==> config.mk <==
export PLATFORM = sky130hd
export DESIGN_NAME = vga_timing_probe
export DESIGN_NICKNAME = d
export VERILOG_FILES = /design/src/rtl/vga_timing_probe.sv
export SDC_FILE = /design/constraint.sdc
export NUM_CORES = 1
export LEC_CHECK = 0
export BUFFER_PORTS_ARGS = -buffer_cell sky130_fd_sc_hd__buf_2
export CORE_ASPECT_RATIO = 0.8
export CORE_MARGIN = 4
export CORE_UTILIZATION = 50
export DETAILED_ROUTE_END_ITERATION = 16
export GPL_TIMING_DRIVEN = 0
export PLACE_DENSITY = 0.77
export SETUP_SLACK_MARGIN = 0.05
export SLEW_MARGIN = 20
export SYNTH_ARGS = -nofsm -noshare
export SYNTH_HDL_FRONTEND = slang
export SYNTH_SLANG_ARGS = --single-unit
==> constraint.sdc <==
create_clock -name sys_clk -period 3.9 [get_ports sys_clk]
set_input_delay 0.585 -clock sys_clk [delete_from_list [all_inputs] [get_ports sys_clk]]
set_output_delay 0.585 -clock sys_clk [all_outputs]
set_load 0.005 [all_outputs]
==> src/rtl/vga_timing_probe.sv <==
// Receive-side VGA sync analyser: detects sync polarity, measures line/frame timing,
// tracks frame-to-frame stability and presents one selected field for a hex display.
module vga_timing_probe #(
    parameter int TIMEOUT     = 65535,
    parameter int LOCK_FRAMES = 2
) (
    input  logic        sys_clk,
    input  logic        sys_rst_n,
    input  logic        hsync_in,
    input  logic        vsync_in,
    input  logic [1:0]  sel,
    output logic [15:0] result,
    output logic        valid,
    output logic        locked,
    output logic        hsync_pol,
    output logic        vsync_pol
);

    localparam logic [15:0] TIMEOUT_C = 16'(TIMEOUT);
    localparam logic [3:0]  LOCK_C    = 4'(LOCK_FRAMES);

    typedef enum logic [1:0] {SEEK, H_POL, V_POL, MEAS} state_t;

    function automatic logic [15:0] sat_inc(input logic [15:0] v);
        return (v == 16'hFFFF) ? v : v + 16'd1;
    endfunction

    state_t      state_r;
    logic        hs_meta_r, hs_sync_r, hs_prev_r;
    logic        vs_meta_r, vs_sync_r, vs_prev_r;
    logic [15:0] h_cnt_r, to_cnt_r, line_cnt_r, vp_cnt_r;
    logic [15:0] h_total_cur_r, h_pulse_cur_r, first_dur_r;
    logic        first_lvl_r, meas_armed_r;
    logic [1:0]  edge_cnt_r;
    logic [15:0] h_total_r, h_pulse_r, v_total_r, v_pulse_r;
    logic [3:0]  match_r;

    logic        hs_edge_s, hs_act_s, hs_inact_s, vs_edge_s, vs_act_s;
    logic        timeout_s, latch_s, frame_eq_s;
    logic [15:0] line_nx_s, vp_nx_s, htot_nx_s, hpul_nx_s;
    logic [15:0] f_htot_s, f_hpul_s, f_vtot_s, f_vpul_s, result_s;
    logic [15:0] hi_dur_s, lo_dur_s;
    logic [3:0]  match_nx_s;

    assign hs_edge_s  = hs_sync_r ^ hs_prev_r;
    assign hs_act_s   = hs_edge_s & (hs_sync_r == hsync_pol);
    assign hs_inact_s = hs_edge_s & (hs_sync_r != hsync_pol);
    assign vs_edge_s  = vs_sync_r ^ vs_prev_r;
    assign vs_act_s   = vs_edge_s & (vs_sync_r == vsync_pol);

    assign timeout_s  = (state_r != SEEK) && (to_cnt_r >= TIMEOUT_C);
    assign latch_s    = (state_r == MEAS) && vs_act_s && meas_armed_r && !timeout_s;

    // Line counted before the frame closes, so a coincident hsync lands in this frame
    assign line_nx_s  = hs_act_s ? sat_inc(line_cnt_r) : line_cnt_r;
    assign vp_nx_s    = (hs_act_s && (vs_sync_r == vsync_pol)) ? sat_inc(vp_cnt_r) : vp_cnt_r;
    assign htot_nx_s  = hs_act_s ? h_cnt_r : h_total_cur_r;
    assign hpul_nx_s  = hs_inact_s ? h_cnt_r : h_pulse_cur_r;

    assign f_htot_s   = latch_s ? htot_nx_s : h_total_r;
    assign f_hpul_s   = latch_s ? hpul_nx_s : h_pulse_r;
    assign f_vtot_s   = latch_s ? line_nx_s : v_total_r;
    assign f_vpul_s   = latch_s ? vp_nx_s   : v_pulse_r;

    assign frame_eq_s = (htot_nx_s == h_total_r) && (hpul_nx_s == h_pulse_r) &&
                        (line_nx_s == v_total_r) && (vp_nx_s == v_pulse_r);

    assign match_nx_s = timeout_s ? 4'd0 :
                        !latch_s  ? match_r :
                        !frame_eq_s ? 4'd1 :
                        (match_r == 4'hF) ? match_r : match_r + 4'd1;

    // Second H_POL interval is at the opposite level of the first
    assign hi_dur_s   = first_lvl_r ? first_dur_r : h_cnt_r;
    assign lo_dur_s   = first_lvl_r ? h_cnt_r : first_dur_r;

    // Display field select, fed from the values the result registers will hold
    always_comb begin
        result_s = 16'd0;
        case (sel)
            2'd0:    result_s = f_htot_s;
            2'd1:    result_s = f_hpul_s;
            2'd2:    result_s = f_vtot_s;
            2'd3:    result_s = f_vpul_s;
            default: result_s = 16'd0;
        endcase
    end

    // Synchronizers, measurement FSM, frame results and registered outputs
    always_ff @(posedge sys_clk) begin
        if (!sys_rst_n) begin
            state_r <= SEEK;
            {hs_meta_r, hs_sync_r, hs_prev_r} <= 3'b000;
            {vs_meta_r, vs_sync_r, vs_prev_r} <= 3'b000;
            h_cnt_r <= 16'd0;        to_cnt_r <= 16'd0;
            line_cnt_r <= 16'd0;     vp_cnt_r <= 16'd0;
            h_total_cur_r <= 16'd0;  h_pulse_cur_r <= 16'd0;
            first_dur_r <= 16'd0;    first_lvl_r <= 1'b0;
            meas_armed_r <= 1'b0;    edge_cnt_r <= 2'd0;
            h_total_r <= 16'd0;      h_pulse_r <= 16'd0;
            v_total_r <= 16'd0;      v_pulse_r <= 16'd0;
            match_r <= 4'd0;
            result <= 16'd0;         valid <= 1'b0;
            locked <= 1'b0;          hsync_pol <= 1'b0;
            vsync_pol <= 1'b0;
        end else begin
            {hs_meta_r, hs_sync_r, hs_prev_r} <= {hsync_in, hs_meta_r, hs_sync_r};
            {vs_meta_r, vs_sync_r, vs_prev_r} <= {vsync_in, vs_meta_r, vs_sync_r};
            to_cnt_r  <= hs_edge_s ? 16'd0 : sat_inc(to_cnt_r);
            valid     <= latch_s;
            match_r   <= match_nx_s;
            locked    <= (match_nx_s >= LOCK_C);
            h_total_r <= f_htot_s;
            h_pulse_r <= f_hpul_s;
            v_total_r <= f_vtot_s;
            v_pulse_r <= f_vpul_s;
            result    <= result_s;
            if (timeout_s) begin
                state_r <= SEEK;
            end else begin
                case (state_r)
                    SEEK: begin
                        if (hs_edge_s) begin
                            state_r    <= H_POL;
                            edge_cnt_r <= 2'd0;
                            h_cnt_r    <= 16'd0;
                        end
                    end
                    H_POL: begin
                        h_cnt_r <= sat_inc(h_cnt_r);
                        if (hs_edge_s) begin
                            h_cnt_r <= 16'd1;
                            case (edge_cnt_r)
                                2'd0: edge_cnt_r <= 2'd1;
                                2'd1: begin
                                    first_dur_r <= h_cnt_r;
                                    first_lvl_r <= hs_prev_r;
                                    edge_cnt_r  <= 2'd2;
                                end
                                default: begin
                                    hsync_pol  <= (hi_dur_s < lo_dur_s);
                                    state_r    <= V_POL;
                                    edge_cnt_r <= 2'd0;
                                    line_cnt_r <= 16'd0;
                                    vp_cnt_r   <= 16'd0;
                                end
                            endcase
                        end
                    end
                    V_POL: begin
                        h_cnt_r <= hs_act_s ? 16'd1 : sat_inc(h_cnt_r);
                        // line_cnt holds lines seen with vsync high, vp_cnt with vsync low
                        if (hs_act_s && (edge_cnt_r != 2'd0)) begin
                            if (vs_sync_r) begin
                                line_cnt_r <= sat_inc(line_cnt_r);
                            end else begin
                                vp_cnt_r <= sat_inc(vp_cnt_r);
                            end
                        end
                        if (vs_edge_s) begin
                            case (edge_cnt_r)
                                2'd0: edge_cnt_r <= 2'd1;
                                2'd1: edge_cnt_r <= 2'd2;
                                default: begin
                                    vsync_pol    <= (line_cnt_r < vp_cnt_r);
                                    state_r      <= MEAS;
                                    meas_armed_r <= 1'b0;
                                    line_cnt_r   <= 16'd0;
                                    vp_cnt_r     <= 16'd0;
                                end
                            endcase
                        end
                    end
                    MEAS: begin
                        h_cnt_r       <= hs_act_s ? 16'd1 : sat_inc(h_cnt_r);
                        h_total_cur_r <= htot_nx_s;
                        h_pulse_cur_r <= hpul_nx_s;
                        if (vs_act_s) begin
                            line_cnt_r   <= 16'd0;
                            vp_cnt_r     <= 16'd0;
                            meas_armed_r <= 1'b1;
                        end else begin
                            line_cnt_r <= line_nx_s;
                            vp_cnt_r   <= vp_nx_s;
                        end
                    end
                    default: state_r <= SEEK;
                endcase
            end
        end
    end

endmodule

# Yosys cells after proc, flatten, opt, wreduce, memory -nomap -nowiden
# Index checks and enable logic that the tools add are counted.
# totals
inputBits	6
ff_bits	212
wordCells	153
output_inout_bits	20
# classes
n_mux	52
n_reduce_logical	31
eq_ne	26
n_lt_le_gt_ge	4
add_sub_neg	5
n_bitwise	8
# ops
operator	count
$mux 16	28
$pmux 16 s3	3
$add 16x1->16 const B	4
$eq 16x16->1	4
$eq 16x16->1 const B	4
$pmux 16 s4	1
$lt 16x16->1	2
$ge 16x16->1 const B	1
$mux 2	8
$mux 4	4
$reduce_and 4->1	4
$ne 2x2->1 const B	6
$pmux 2 s3	2
$reduce_and 6->1	2
$logic_and 1x1->1	9
$eq 2x2->1 const B	4
$pmux 2 s2	2
$reduce_or 2->1	4
$eq 2x1->1 const B	3
$logic_not 2->1	3
$reduce_bool 2->1	3
$reduce_bool 3->1	2
$reduce_and 5->1	1
$add 4x1->4 const B	1
12 further kinds	21

# Longest topological paths before layout
# logic_depth
word_depth	11
ltp_mapped	15
depth_no_buf	11

# Worst setup path after synthesis
# Ideal clock, no wire load.
# synth_timing
path_type	register to register
start	register hsync_pol
end	register match_r[0]
t_required_ns	3.784
n_path_buf	2
arrival_time_ns	3.605
path_slack_ns	0.178
setup_ns	0.116
synth_period_minus_slack_ns	3.722
path_stages_with_launch	13
cell_sequence	dfxtp_1 buf_4 or3b_1 buf_2 a2111oi_0 xor2_1 a22oi_1 nand4_1 or4_1 or4_4 nor3_2 o21ai_1 o211a_1
# synth_via
elab_chain_len	10
word_cells_on_any_way	19
classes_between	eq/ne: 6; mux: 7; bitwise: 2; reduce/logical: 4
# synth_rtl
item	line	rtl
from (decl)	15	output logic hsync_pol,
from (signal assigned)	141	hsync_pol <= (hi_dur_s < lo_dur_s);
$eq 1x1->1 / $ne 1x1->1 (equally long branches)	46, 47	
$and 1x1->1, on equally long branches	46, 47	
$mux 16, on equally long branches	57, 58	
$eq 16x16->1	65	assign frame_eq_s = (htot_nx_s == h_total_r) && (hpul_nx_s == h_pulse_r) &&
$logic_and 1x1->1 (2 in series)	65	
$logic_and 1x1->1 (*)	66	(line_nx_s == v_total_r) && (vp_nx_s == v_pulse_r);
$mux 4 (*)	70	!frame_eq_s ? 4'd1 :
$mux 4 (*)	69	!latch_s ? match_r :
$mux 4 (*)	68	assign match_nx_s = timeout_s ? 4'd0 :
to (signal assigned)	111	match_r <= match_nx_s;
to (decl)	36	logic [3:0] match_r;
# Every way passes the cells marked *; elsewhere a longest branch is shown, timed or not.
# A chain may end at the register's enable or synchronous reset.

# Worst setup path after layout
# layout_timing
start	register line_cnt_r[1]
end	register locked
# layout_via
elab_chain_len	10
word_cells_on_any_way	11
classes_between	add/sub: 1; order compare: 1; eq/ne: 2; mux: 5; reduce/logical: 2
# layout_rtl
item	line	rtl
from (decl)	31	logic [15:0] h_cnt_r, to_cnt_r, line_cnt_r, vp_cnt_r;
from (signal assigned)	155	line_cnt_r <= sat_inc(line_cnt_r);
from (signal assigned)	183	line_cnt_r <= line_nx_s;
$add 16x1->16 / $eq 16x16->1 (equally long branches)	25	return (v == 16'hFFFF) ? v : v + 16'd1;
$mux 16	25	
$mux 16 (*)	55	assign line_nx_s = hs_act_s ? sat_inc(line_cnt_r) : line_cnt_r;
$eq 16x16->1 (*)	66	
$logic_and 1x1->1 (*)	65	
$logic_and 1x1->1 (*)	66	
$mux 4 (*)	70	
$mux 4 (*)	69	
$mux 4 (*)	68	
$ge 4x2->1 (*)	112	locked <= (match_nx_s >= LOCK_C);
to (signal assigned)	112	
to (decl)	14	output logic locked,
# Marks and branches as above.

==> impl_metrics.tcl <==
set metrics [dict create \
    status "finished, violations left" \
    violations "setup timing" \
    path_max_fanout 8 \
    yosysTopAreaCellShare_pct 32.05 \
    synthCells 1673 \
    final_common_cell "nor2_1" \
    h-tree-depth 1 \
    track_usage_pct 32.13 \
    total_power_mw 5.898 \
    clk_pin_slew_worst_paths_ns 0.06 \
    yosysWarnings 0 \
    slowest_stage "nor4_1" \
    clkSinkCount 212 \
    synth-async-reset-ratio_pct 0 \
    core_area_um2 25700 \
    ant_nets 0 \
    wl_um 49240 \
    clock_latency_ns 0.54 \
    dp_cells 2047 \
    initial_utilization_pct 51.53 \
    grt_pass1_wl_um 73440 \
    wl_per_cell_um 23.41 \
    place_congestion 1.076 \
    die_w_um 190.0 \
    finalHoldViolCount 0 \
    clockRootBuffer "clkbuf_16" \
    final_cell_mix "nor2_1 (269), dfxtp_1 (209), a21oi_1 (156), nand2_1 (103), o21ai_0 (84)" \
    peakVddDrop_mv 0.3382 \
    vias 13682 \
    path_class "register to register" \
    cp.arrival_ns 4.35 \
    relSlewSlack_pct 27.24 \
    grt.overflow.total 0 \
    slowest_delay_ns 0.60 \
    synth_mux_area_share_pct 8.795 \
    clk_path_buf_depth 3 \
    setup_viol 1 \
    cp-end-kind "register" \
    io_buffers 23 \
    hold_ws_ns 0.2605 \
    pin_count 26 \
    slew_viol_final 0 \
    setup_tns_ns -0.01726 \
    worstPathRequired_ns 4.33 \
    avgViaCountPerCell 6.506 \
    layout_setup_ws_ns -0.01726 \
    finish.utilization_pct 58.60 \
    synth_ff_type "dfxtp_1" \
    layout.cells.non_filler 2103 \
    dieArea_um2 29170 \
    synth-seq-cells 212 \
    drtIter0Drc 2021 \
    floorplan.rows 52 \
    hold_class "input port to register" \
    synth-compound-area-share_pct 18.49 \
    synthXorXnorAreaFrac_pct 6.481 \
    synthTopCellsByArea "dfxtp_1 (32%), nor2_1 (7.7%), a21oi_1 (6.0%)" \
    cp_cell_sequence "ha_4, and3_2, o21ai_1, nor4_1, nor2_1, a221oi_1, and4b_1, nand4_1, buf_4, nor3_4, o21ai_1, a21oi_4" \
    synth_fa_ha_area_share_pct 3.779 \
    synth_top_family_by_area "simple AND/OR/NAND/NOR gates" \
    drive_above_1_share_pct 12.51 \
    drcViolationCount 0 \
    die-height_um 153.6 \
    startpoint_type "register" \
    synth_edf_count 0 \
    antenna_found_initial 0 \
    fin_skew_ns 0.01714 \
    ys_types 86 \
    grt_pass1_vias 12287 \
    synth-simple-area-share_pct 25.35 \
    min_period_over_period_pct 100.4 \
    crit_top_cell "o21ai_1" \
    fmax_ghz 0.2553 \
    cts_buffers 23 \
    crit_buf_inv 1 \
    postCtsHoldBufs 0 \
    p_leak_nw 5.470 \
    syn_avg_cell_area_um2 7.916 \
    firstDrtPassIters 6 \
    syn_nets 1719 \
    ys_seq_area_share_pct 32.05 \
    tritoncts "built" \
    synth_top_area_cell "dfxtp_1" \
    tightest_slew_ns 1.091 \
    cellPowerDensity_nw_per_um2 391.6 \
    place_hpwl_um 37150 \
    cp_top_family "simple AND/OR/NAND/NOR gates" \
    cap_viol_max_count 0 \
    post-route-min-period_ns 3.917 \
    rsz0062_at_grt "yes" \
    areaGrowthSynthToFinish_pct 13.72 \
    netlist_area_um2 13240 \
    nets 1781 \
    grt_max_degree 20 \
]
==> metrics by stage <==
step | area [um2] | setup slack, ns
floorplan | 13240 | 0.1785
CTS | 14810 | 0.04713
detailed placement | 13800 | -1.224
global placement | 13800 | -1.225
finish | 15060 | -0.01726
global route | 15060 | 0.03949
==> report_power, final <==
part	switching, mW	total (mW)	internal, mW	leakage, nW
registers	0.0773	2.28	2.21	1.71
logic	0.871	1.24	0.370	3.36
clock network	0.977	2.37	1.40	0.396
==> state kept, by name, indices dropped and copies added (netlist names), 2 cells and up <==
signal and count:
match_r 4, to_cnt_r 16, h_pulse_r 16, first_dur_r 16
state_r 2, h_total_cur_r 16, vp_cnt_r 16, v_pulse_r 16
h_cnt_r 16, h_total_r 16, result 16, line_cnt_r 16
v_total_r 16, h_pulse_cur_r 16, edge_cnt_r 2
==> cells by family after synthesis <==
family,count (synthesis)
AOI/OAI and AO/OA,395
adders and majority gates,40
muxes,97
buffers and inverters,158
xor gates and xnor gates,98
DFF,212
and+or+nand+nor,673
==> final timing paths <==
kind	slack [ns]	depth (start not counted)	to	startpoint
hold / removal	0.26	2	hs_meta_r$_SDFF_PN0_	hsync_in
hold reg to reg	0.43	1	vs_sync_r$_SDFF_PN0_	vs_meta_r$_SDFF_PN0_
setup / recovery	-0.02	12	locked$_SDFF_PN0_	line_cnt_r[1]$_SDFFE_PN0P_
setup reg to reg	-0.02	12	locked$_SDFF_PN0_	line_cnt_r[1]$_SDFFE_PN0P_
==> layout make-up <==
class | count | area [um2]
well taps | 351 | 439.2
flip-flops and latches | 212 | 4248
repair buffers | 41 | 250.2
plain buffers | 127 | 586.8
inverters | 27 | 101.3
clock inverters | 12 | 178.9
clock buffers | 29 | 618.1
fillers | 2359 | 10640
diodes | 1 | 2.502
multi-input cells | 1303 | 8636
==> synth_stat cells (all sizes together), types with 7 or more instances <==
cell    count
o21ai      92
nand4      38
inv        27
xnor2      47
nor2b      25
nor2      271
o32ai       7
nor3b      24
a31oi      12
nand2     105
buf        39
a21oi     161
and2       18
or3        12
o221ai     10
mux4       14
or4         8
nor4       15
clkbuf     92
xor2       51
o31ai       8
dfxtp     212
and4       13
and3       16
a22oi      10
mux2i      68
a211oi     14
nand2b      9
mux2       15
nand3      45
nor3       43
nand3b     13
ha         40
a21o       15
==> per-layer routing <==
layer | track usage [%] | share of wire, % | up-vias
li1 | - | - | 6139
met1 | 47.06 | 42 | 6469
met2 | 44.67 | 39 | 956
met3 | 12.06 | 16 | 116
met4 | 7.128 | 2.6 | 2
met5 | 2.007 | 0.16 | -
==> worst register-to-register path, cell delays in order (launching register included) <==
cell	delay, ns
dfxtp_2	0.46
ha_4	0.21
and3_2	0.29
o21ai_1	0.20
nor4_1	0.60
nor2_1	0.30
a221oi_1	0.59
and4b_1	0.27
nand4_1	0.10
buf_4	0.20
nor3_4	0.21
o21ai_1	0.13
a21oi_4	0.26
==> timing repair <==
item	4_1_cts	5_1_grt
endpoints found under the setup margin	28	24
resized for setup	33	54
setup buffers	10	8
cloned	0	0
pin swaps	7	10
(Power assumes the default switching activity.)
